===== src/rtl/ex_muldiv.sv =====
// Iterative MIPS multiply/divide unit for EX: owns HI/LO, decodes MULT/DIV/MFxx/MTxx.
// Fixed 33-cycle stall per mult/div (one shift-add or restoring step per BUSY cycle).
module ex_muldiv #(
  parameter logic [31:0] DIV0_LO = 32'hFFFF_FFFF
) (
  input  logic        clk,
  input  logic        reset,
  input  logic [31:0] instruction_EX,
  input  logic [31:0] Read_Data_1_EX,
  input  logic [31:0] Read_Data_2_EX,
  output logic        stall_req,
  output logic        busy,
  output logic [31:0] HI,
  output logic [31:0] LO,
  output logic [31:0] mf_data,
  output logic        mf_valid
);

  localparam logic [1:0] S_IDLE = 2'd0;
  localparam logic [1:0] S_BUSY = 2'd1;
  localparam logic [1:0] S_DONE = 2'd2;

  logic [1:0]  state;
  logic [4:0]  count;
  logic [31:0] acc_hi, acc_lo, opb, rs_raw, hi_q, lo_q;
  logic        op_div, neg_q, neg_r, div0;

  logic [5:0]  funct;
  logic        is_r, is_start, is_signed, is_mfhi, is_mflo, is_mthi, is_mtlo;
  logic        rs_neg, rt_neg;
  logic [31:0] abs_a, abs_b;

  assign funct     = instruction_EX[5:0];
  assign is_r      = (instruction_EX[31:26] == 6'd0);
  assign is_start  = is_r && (funct[5:2] == 4'b0110);
  assign is_signed = ~funct[0];
  assign is_mfhi   = is_r && (funct == 6'h10);
  assign is_mthi   = is_r && (funct == 6'h11);
  assign is_mflo   = is_r && (funct == 6'h12);
  assign is_mtlo   = is_r && (funct == 6'h13);

  assign rs_neg = is_signed && Read_Data_1_EX[31];
  assign rt_neg = is_signed && Read_Data_2_EX[31];
  assign abs_a  = rs_neg ? (32'd0 - Read_Data_1_EX) : Read_Data_1_EX;
  assign abs_b  = rt_neg ? (32'd0 - Read_Data_2_EX) : Read_Data_2_EX;

  logic unused_instr_bits;
  assign unused_instr_bits = ^instruction_EX[25:6];

  // One iteration: acc_hi is the running upper product / partial remainder,
  // acc_lo shifts out multiplier bits or dividend bits and shifts in quotient bits.
  logic [32:0] sum33, shifted, diff;
  logic [31:0] hi_nx, lo_nx, res_hi, res_lo;
  logic [63:0] prod;

  always_comb begin
    sum33   = {1'b0, acc_hi} + (acc_lo[0] ? {1'b0, opb} : 33'd0);
    shifted = {acc_hi, acc_lo[31]};
    diff    = shifted - {1'b0, opb};
    if (op_div) begin
      if (!diff[32]) begin
        hi_nx = diff[31:0];
        lo_nx = {acc_lo[30:0], 1'b1};
      end else begin
        hi_nx = shifted[31:0];
        lo_nx = {acc_lo[30:0], 1'b0};
      end
    end else begin
      hi_nx = sum33[32:1];
      lo_nx = {sum33[0], acc_lo[31:1]};
    end

    prod = {hi_nx, lo_nx};
    if (neg_q) prod = 64'd0 - prod;

    if (op_div) begin
      if (div0) begin
        res_hi = rs_raw;
        res_lo = DIV0_LO;
      end else begin
        res_hi = neg_r ? (32'd0 - hi_nx) : hi_nx;
        res_lo = neg_q ? (32'd0 - lo_nx) : lo_nx;
      end
    end else begin
      res_hi = prod[63:32];
      res_lo = prod[31:0];
    end
  end

  always_ff @(posedge clk or posedge reset) begin
    if (reset) begin
      state  <= S_IDLE;
      count  <= 5'd0;
      acc_hi <= 32'd0;
      acc_lo <= 32'd0;
      opb    <= 32'd0;
      rs_raw <= 32'd0;
      hi_q   <= 32'd0;
      lo_q   <= 32'd0;
      op_div <= 1'b0;
      neg_q  <= 1'b0;
      neg_r  <= 1'b0;
      div0   <= 1'b0;
    end else begin
      case (state)
        S_IDLE: begin
          if (is_start) begin
            acc_hi <= 32'd0;
            acc_lo <= abs_a;
            opb    <= abs_b;
            rs_raw <= Read_Data_1_EX;
            op_div <= funct[1];
            neg_q  <= rs_neg ^ rt_neg;
            neg_r  <= rs_neg;
            div0   <= funct[1] && (Read_Data_2_EX == 32'd0);
            count  <= 5'd0;
            state  <= S_BUSY;
          end else if (is_mthi) begin
            hi_q <= Read_Data_1_EX;
          end else if (is_mtlo) begin
            lo_q <= Read_Data_1_EX;
          end
        end
        S_BUSY: begin
          acc_hi <= hi_nx;
          acc_lo <= lo_nx;
          count  <= count + 5'd1;
          if (count == 5'd31) begin
            hi_q  <= res_hi;
            lo_q  <= res_lo;
            state <= S_DONE;
          end
        end
        // The finished instruction is still in EX here; it must not restart.
        S_DONE:  state <= S_IDLE;
        default: state <= S_IDLE;
      endcase
    end
  end

  assign busy      = (state != S_IDLE);
  assign stall_req = !reset && (((state == S_IDLE) && is_start) || (state == S_BUSY));
  assign HI        = hi_q;
  assign LO        = lo_q;
  assign mf_valid  = is_mfhi || is_mflo;
  assign mf_data   = is_mfhi ? hi_q : (is_mflo ? lo_q : 32'd0);

endmodule


===== config.mk =====
export PLATFORM = sky130hd
export DESIGN_NAME = ex_muldiv
export DESIGN_NICKNAME = d
export VERILOG_FILES = /design/src/rtl/ex_muldiv.sv
export SDC_FILE = /design/constraint.sdc
export NUM_CORES = 1
export LEC_CHECK = 0
export ABC_AREA = 1
export CAP_MARGIN = 5
export CORE_MARGIN = 4
export CORE_UTILIZATION = 50
export DETAILED_ROUTE_END_ITERATION = 7
export PLACE_DENSITY_LB_ADDON = 0.05
export SETUP_SLACK_MARGIN = 0.02
export SLEW_MARGIN = 10
export SYNTH_ARGS = -nofsm -noshare
export SYNTH_HDL_FRONTEND = slang
export SYNTH_SLANG_ARGS = --single-unit

===== constraint.sdc =====
create_clock -name clk -period 12.62 [get_ports clk]
set_clock_uncertainty 0.2 [all_clocks]
set_input_delay 2.524 -clock clk [delete_from_list [all_inputs] [get_ports clk]]
set_output_delay 2.524 -clock clk [all_outputs]
set_load 0.1 [all_outputs]

Word level (Yosys, flattened, before mapping)
Index checks and enable logic that the tools add are counted.

cells by class
  add/sub/neg operators = 8
  $mul = 0
  divide/modulo/power cells = 0
  order comparisons = 0
  eq/ne operators = 13
  shift-type cells = 0
  muxes and demuxes = 34
  bitwise gates (word level) = 2
  reduce and logical (&&, ||, !) cells = 23

operator list
  kind                     count
  $mux W32                 23
  $pmux W32 S2             4
  $sub A1 B32 Y32 const A  4
  $mux W64                 1
  $sub A1 B64 Y64 const A  1
  $add A32 B32 Y33         1
  $sub A33 B32 Y33         1
  $logic_not A32 Y1        1
  $eq A6 B5 Y1 const B     4
  $ne A2 B2 Y1 const B     6
  $logic_and A1 B1 Y1      10
  $pmux W5 S2              1
  $logic_not A6 Y1         1
  $reduce_and A2 Y1        3
  $add A5 B1 Y5 const B    1
  $eq A5 B5 Y1 const B     1
  $mux W5                  1
  $reduce_and A5 Y1        1
  $eq A4 B3 Y1 const B     1
  $mux W2                  2
  $pmux W2 S2              1
  $reduce_and A4 Y1        1
  $reduce_bool A2 Y1       2
  $eq A2 B1 Y1 const B     1
  6 further kinds          7

word-level totals
  flip-flop bits (word level) = 203
  latch bits = 0
  bits in writable memories = 0
  memory bits (read-only) = 0
  memories = 0

Logic depth before layout (Yosys ltp)
  depth in word-level cells = 9
  gate-level depth with buffers = 35
  mapped depth without buffers = 34

Least setup slack after synthesis
OpenSTA, ideal clock, no wires.

  path type = input -> output
  start = input instruction_EX[27]
  end = output mf_data[3]
  data arrival time = 6.070 ns
  data required time = 9.896 ns
  path slack = 3.826 ns
  stages on the path = 6
  buffers on the path = 1
  cell sequence = or4_1 -> nor4_1 -> and3_1 -> clkbuf_1 -> nand2_1 -> o21ai_0

between the ends
  longest elaborated chain between the ends = 4
  elaborated cells on any way between the ends = 5

ends and longest elaborated chain
  item                  line  RTL
  start: declaration    8     input logic [31:0] instruction_EX,
  $logic_not A6 Y1 (*)  34    assign is_r = (instruction_EX[31:26] == 6'd0);
  $logic_and A1 B1 Y1   39    assign is_mflo = is_r && (funct == 6'h12);
  $mux W32              146   assign mf_data = is_mfhi ? hi_q : (is_mflo ? lo_q : 32'd0);
  $mux W32 (*)          146
  end: declaration      15    output logic [31:0] mf_data,

Every way passes the cells marked *; elsewhere a longest branch is shown, timed or not.

Final worst setup path
  start = input instruction_EX[27]
  end = output mf_data[30]

The elaborated chain is that of the path after synthesis.

==> run_results.csv <==
group,metric,value,unit
critical_path,r2r-end,"HI[4]",
clock_tree,cts_buffers,25,
critical_path,r2r_setup_slack,5.99,ns
place,dp_hpwl,68.8,mm
power_and_ir_drop,ir_worst_vdd,108,µV
clock_tree,postCtsHoldBufs,0,
place,port_buffers,176,
timing,fin_crit,9.32,ns
clock_tree,htreeDepth,1,
synth,synth-edff-count,0,
critical_path,cp.required,9.90,ns
floorplan,rows,73,
critical_path,crit_path_end,"mf_data[30]",
synth,yosys.cell_types.count,66,
place,gp_congestion,1.11,
synth,yosys.cell_count.top_type,"nand2_1",
synth,synth_common_cells,"nand2_1, inv_1, nor2_1",
floorplan,die_area,0.0437,mm²
detailed_routing,drt_first_pass_iters,7,
final_layout,register_area,0.00508,mm²
synth,ys.flop_type,"dfrtp_1",
floorplan,chipWidth,209,µm
detailed_routing,viasPerCell,5.96,
power_and_ir_drop,cellPowerDensity,173,mW/mm²
timing,finalHoldViolations,0,
grt,grt_pass1_wl,131,mm
synth,synth-async-reset-ratio,1.00,
final_layout,syn2layout_area_growth,14.7,%
floorplan,initial_core_util,0.507,
critical_path,cp-startpoint,"instruction_EX[27]",
synth,syn_area,0.0202,mm²
place,place_inst,3995,
clock_tree,cts_root_buf,"clkbuf_16",
clock_tree,post_cts_resized,0,
final_layout,fillers,4042,
timing,timing.fmax,107,MHz
grt,grt_pass1_vias,21800,
grt,track_usage,0.383,
final_layout,fin_nets,3667,
synth,synthDominantCellAreaShare,0.252,
critical_path,reg2reg_depth,30,
critical_path,critical_path_peak_fanout,39,
worst_hold_path,hold_class,"register to register",
critical_path,critical_path_class,"input pin to output pin",
timing,tightestPinTransition,1.06,ns
flow_run,cap_violations,0,
floorplan,core_area,0.0398,mm²
detailed_routing,vias,24100,
grt,grt_max_degree,136,
clock_tree,clockBufferDepth,3,
synth,seq_area_frac_synth,0.252,
timing,slew_viol_final,0,
synth,yosys-top-cells-area,"dfrtp_1, nand2_1, inv_1",
synth,ys_warn_count,0,
timing,setup_tns,0,ns
final_layout,stdcell_count,4042,
clock_tree,post-cts-setup-buffer-count,0,
clock_tree,path_clk_slew,0.06,ns
timing,whs,0.294,ns
critical_path,startpoint_type,"input pin",
critical_path,crit_path_end_kind,"output pin",
detailed_routing,ant_nets,0,
detailed_routing,drc,0,
grt,antenna_found_initial,2,
critical_path,critPathArrivalTime,6.59,ns
clock_tree,cts_tree,"done",
timing,rsz0062_at_grt,"no",
detailed_routing,wirelength,87.7,mm
critical_path,timing.rr.start,"opb[0]",
detailed_routing,drtIter0Drc,3417,
floorplan,die_h,209,µm
synth,synthCells,3399,
detailed_routing,wl_per_cell,21.7,µm
final_layout,multi_input_area,0.0128,mm²
synth,synth_nets,3569,
clock_tree,cts_sinks,203,
synth,synth_top_area_cell,"dfrtp_1",
final_layout,drive_gt1_frac,0.0552,
timing,fin_crit_sh,0.738,
clock_tree,insertion_delay,0.57,ns
status,status,"completed",
timing,finalSetupViolCount,0,
synth,avgSynthCellArea,5.94,µm²
grt,grt.overflow.total,0,
floorplan,boundaryPins,197,
synth,ys_ff_latch,203,
power_and_ir_drop,p_leak,11.9,nW
timing,max_slew_margin,0.272,
state kept, by name (all words and copies together) (netlist names):
signal	flops
neg_r	1
rs_raw	32
acc_lo	32
div0	1
op_div	1
state	2
count	5
HI	32
neg_q	1
opb	32
LO	32
acc_hi	32
cells in the final DEF, fill, tap and decap left out, drive strengths merged, types with 18 or more instances in the layout:
| cell type | instances |
|---|---|
| ha | 70 |
| clkdlybuf4s50 | 176 |
| xor2 | 38 |
| nor3 | 49 |
| a21oi | 147 |
| nand4 | 37 |
| dfrtp | 203 |
| buf | 22 |
| nand2 | 1053 |
| o21ai | 288 |
| nor2 | 416 |
| o22ai | 35 |
| inv | 476 |
| nand3b | 18 |
| nand3 | 294 |
| clkbuf | 30 |
report_power, final:
part,switching (mW),internal [mW]
clock,0.328,0.501
sequential,0.106,0.740
combinational,1.75,0.588
critical path, stage by stage:
cell	delay [ns]
clkdlybuf4s50_1	0.39
or4_1	0.54
nor4_1	0.26
and3_1	0.21
buf_4	0.37
nand2_1	0.62
o21ai_0	0.44
clkdlybuf4s50_1	1.20
stage by stage:
stage / power (mW) / utilization / instance area (µm²) / setup WS (ns)
6_report: 4.01 / 0.582 / 23200 / 3.30
5_1_grt: 4.21 / 0.581 / 23200 / 3.23
4_1_cts: 3.93 / 0.581 / 23200 / 3.46
3_5_place_dp: 3.10 / 0.558 / 22200 / 3.47
3_3_place_gp: 3.06 / 0.558 / 22200 / 3.53
2_1_floorplan: 2.42 / - / 20200 / 3.83
kinds of logic (layout without fill, tap and decap cells):
family | after synthesis | count (layout) | share of synthesized area
xor gates and xnor gates | 49 | 49 | 0.0213
AOI/OAI and AO/OA | 573 | 573 | 0.163
other | 0 | 1 | 0
buffers and inverters | 602 | 719 | 0.118
and+or+nand+nor | 1900 | 1900 | 0.401
DFF | 203 | 203 | 0.252
adders and majority gates | 72 | 72 | 0.0454
metal layers:
layer	wire [µm]	track usage	vias to the layer above
li1	-	-	11200
met1	37500	0.563	11200
met2	34700	0.535	1508
met3	12600	0.136	222
met4	2870	0.101	0
met5	0	0	-
worst min path at each step:
| stage | from | endpoint | slack [ns] | cells past startpoint |
|---|---|---|---|---|
| floorplan | rs_raw[10] | rs_raw[10] | 0.25 | 2 |
| global placement | rs_raw[10] | rs_raw[10] | 0.27 | 2 |
| detailed placement | rs_raw[11] | rs_raw[11] | 0.27 | 2 |
| CTS | rs_raw[3] | rs_raw[3] | 0.29 | 2 |
| global route | rs_raw[4] | rs_raw[4] | 0.30 | 2 |
| finish | rs_raw[11] | rs_raw[11] | 0.29 | 2 |
layout make-up:
cell class / count / area share
diodes: 1 / 0.000108
clock buffers: 30 / 0.0300
inverters: 475 / 0.0773
flip-flops and latches: 203 / 0.220
multi-input cells: 2594 / 0.551
repair buffers: 198 / 0.0832
clock inverters: 16 / 0.0105
well taps: 525 / 0.0284
No activity file was read; power rests on OpenSTA's default activity.
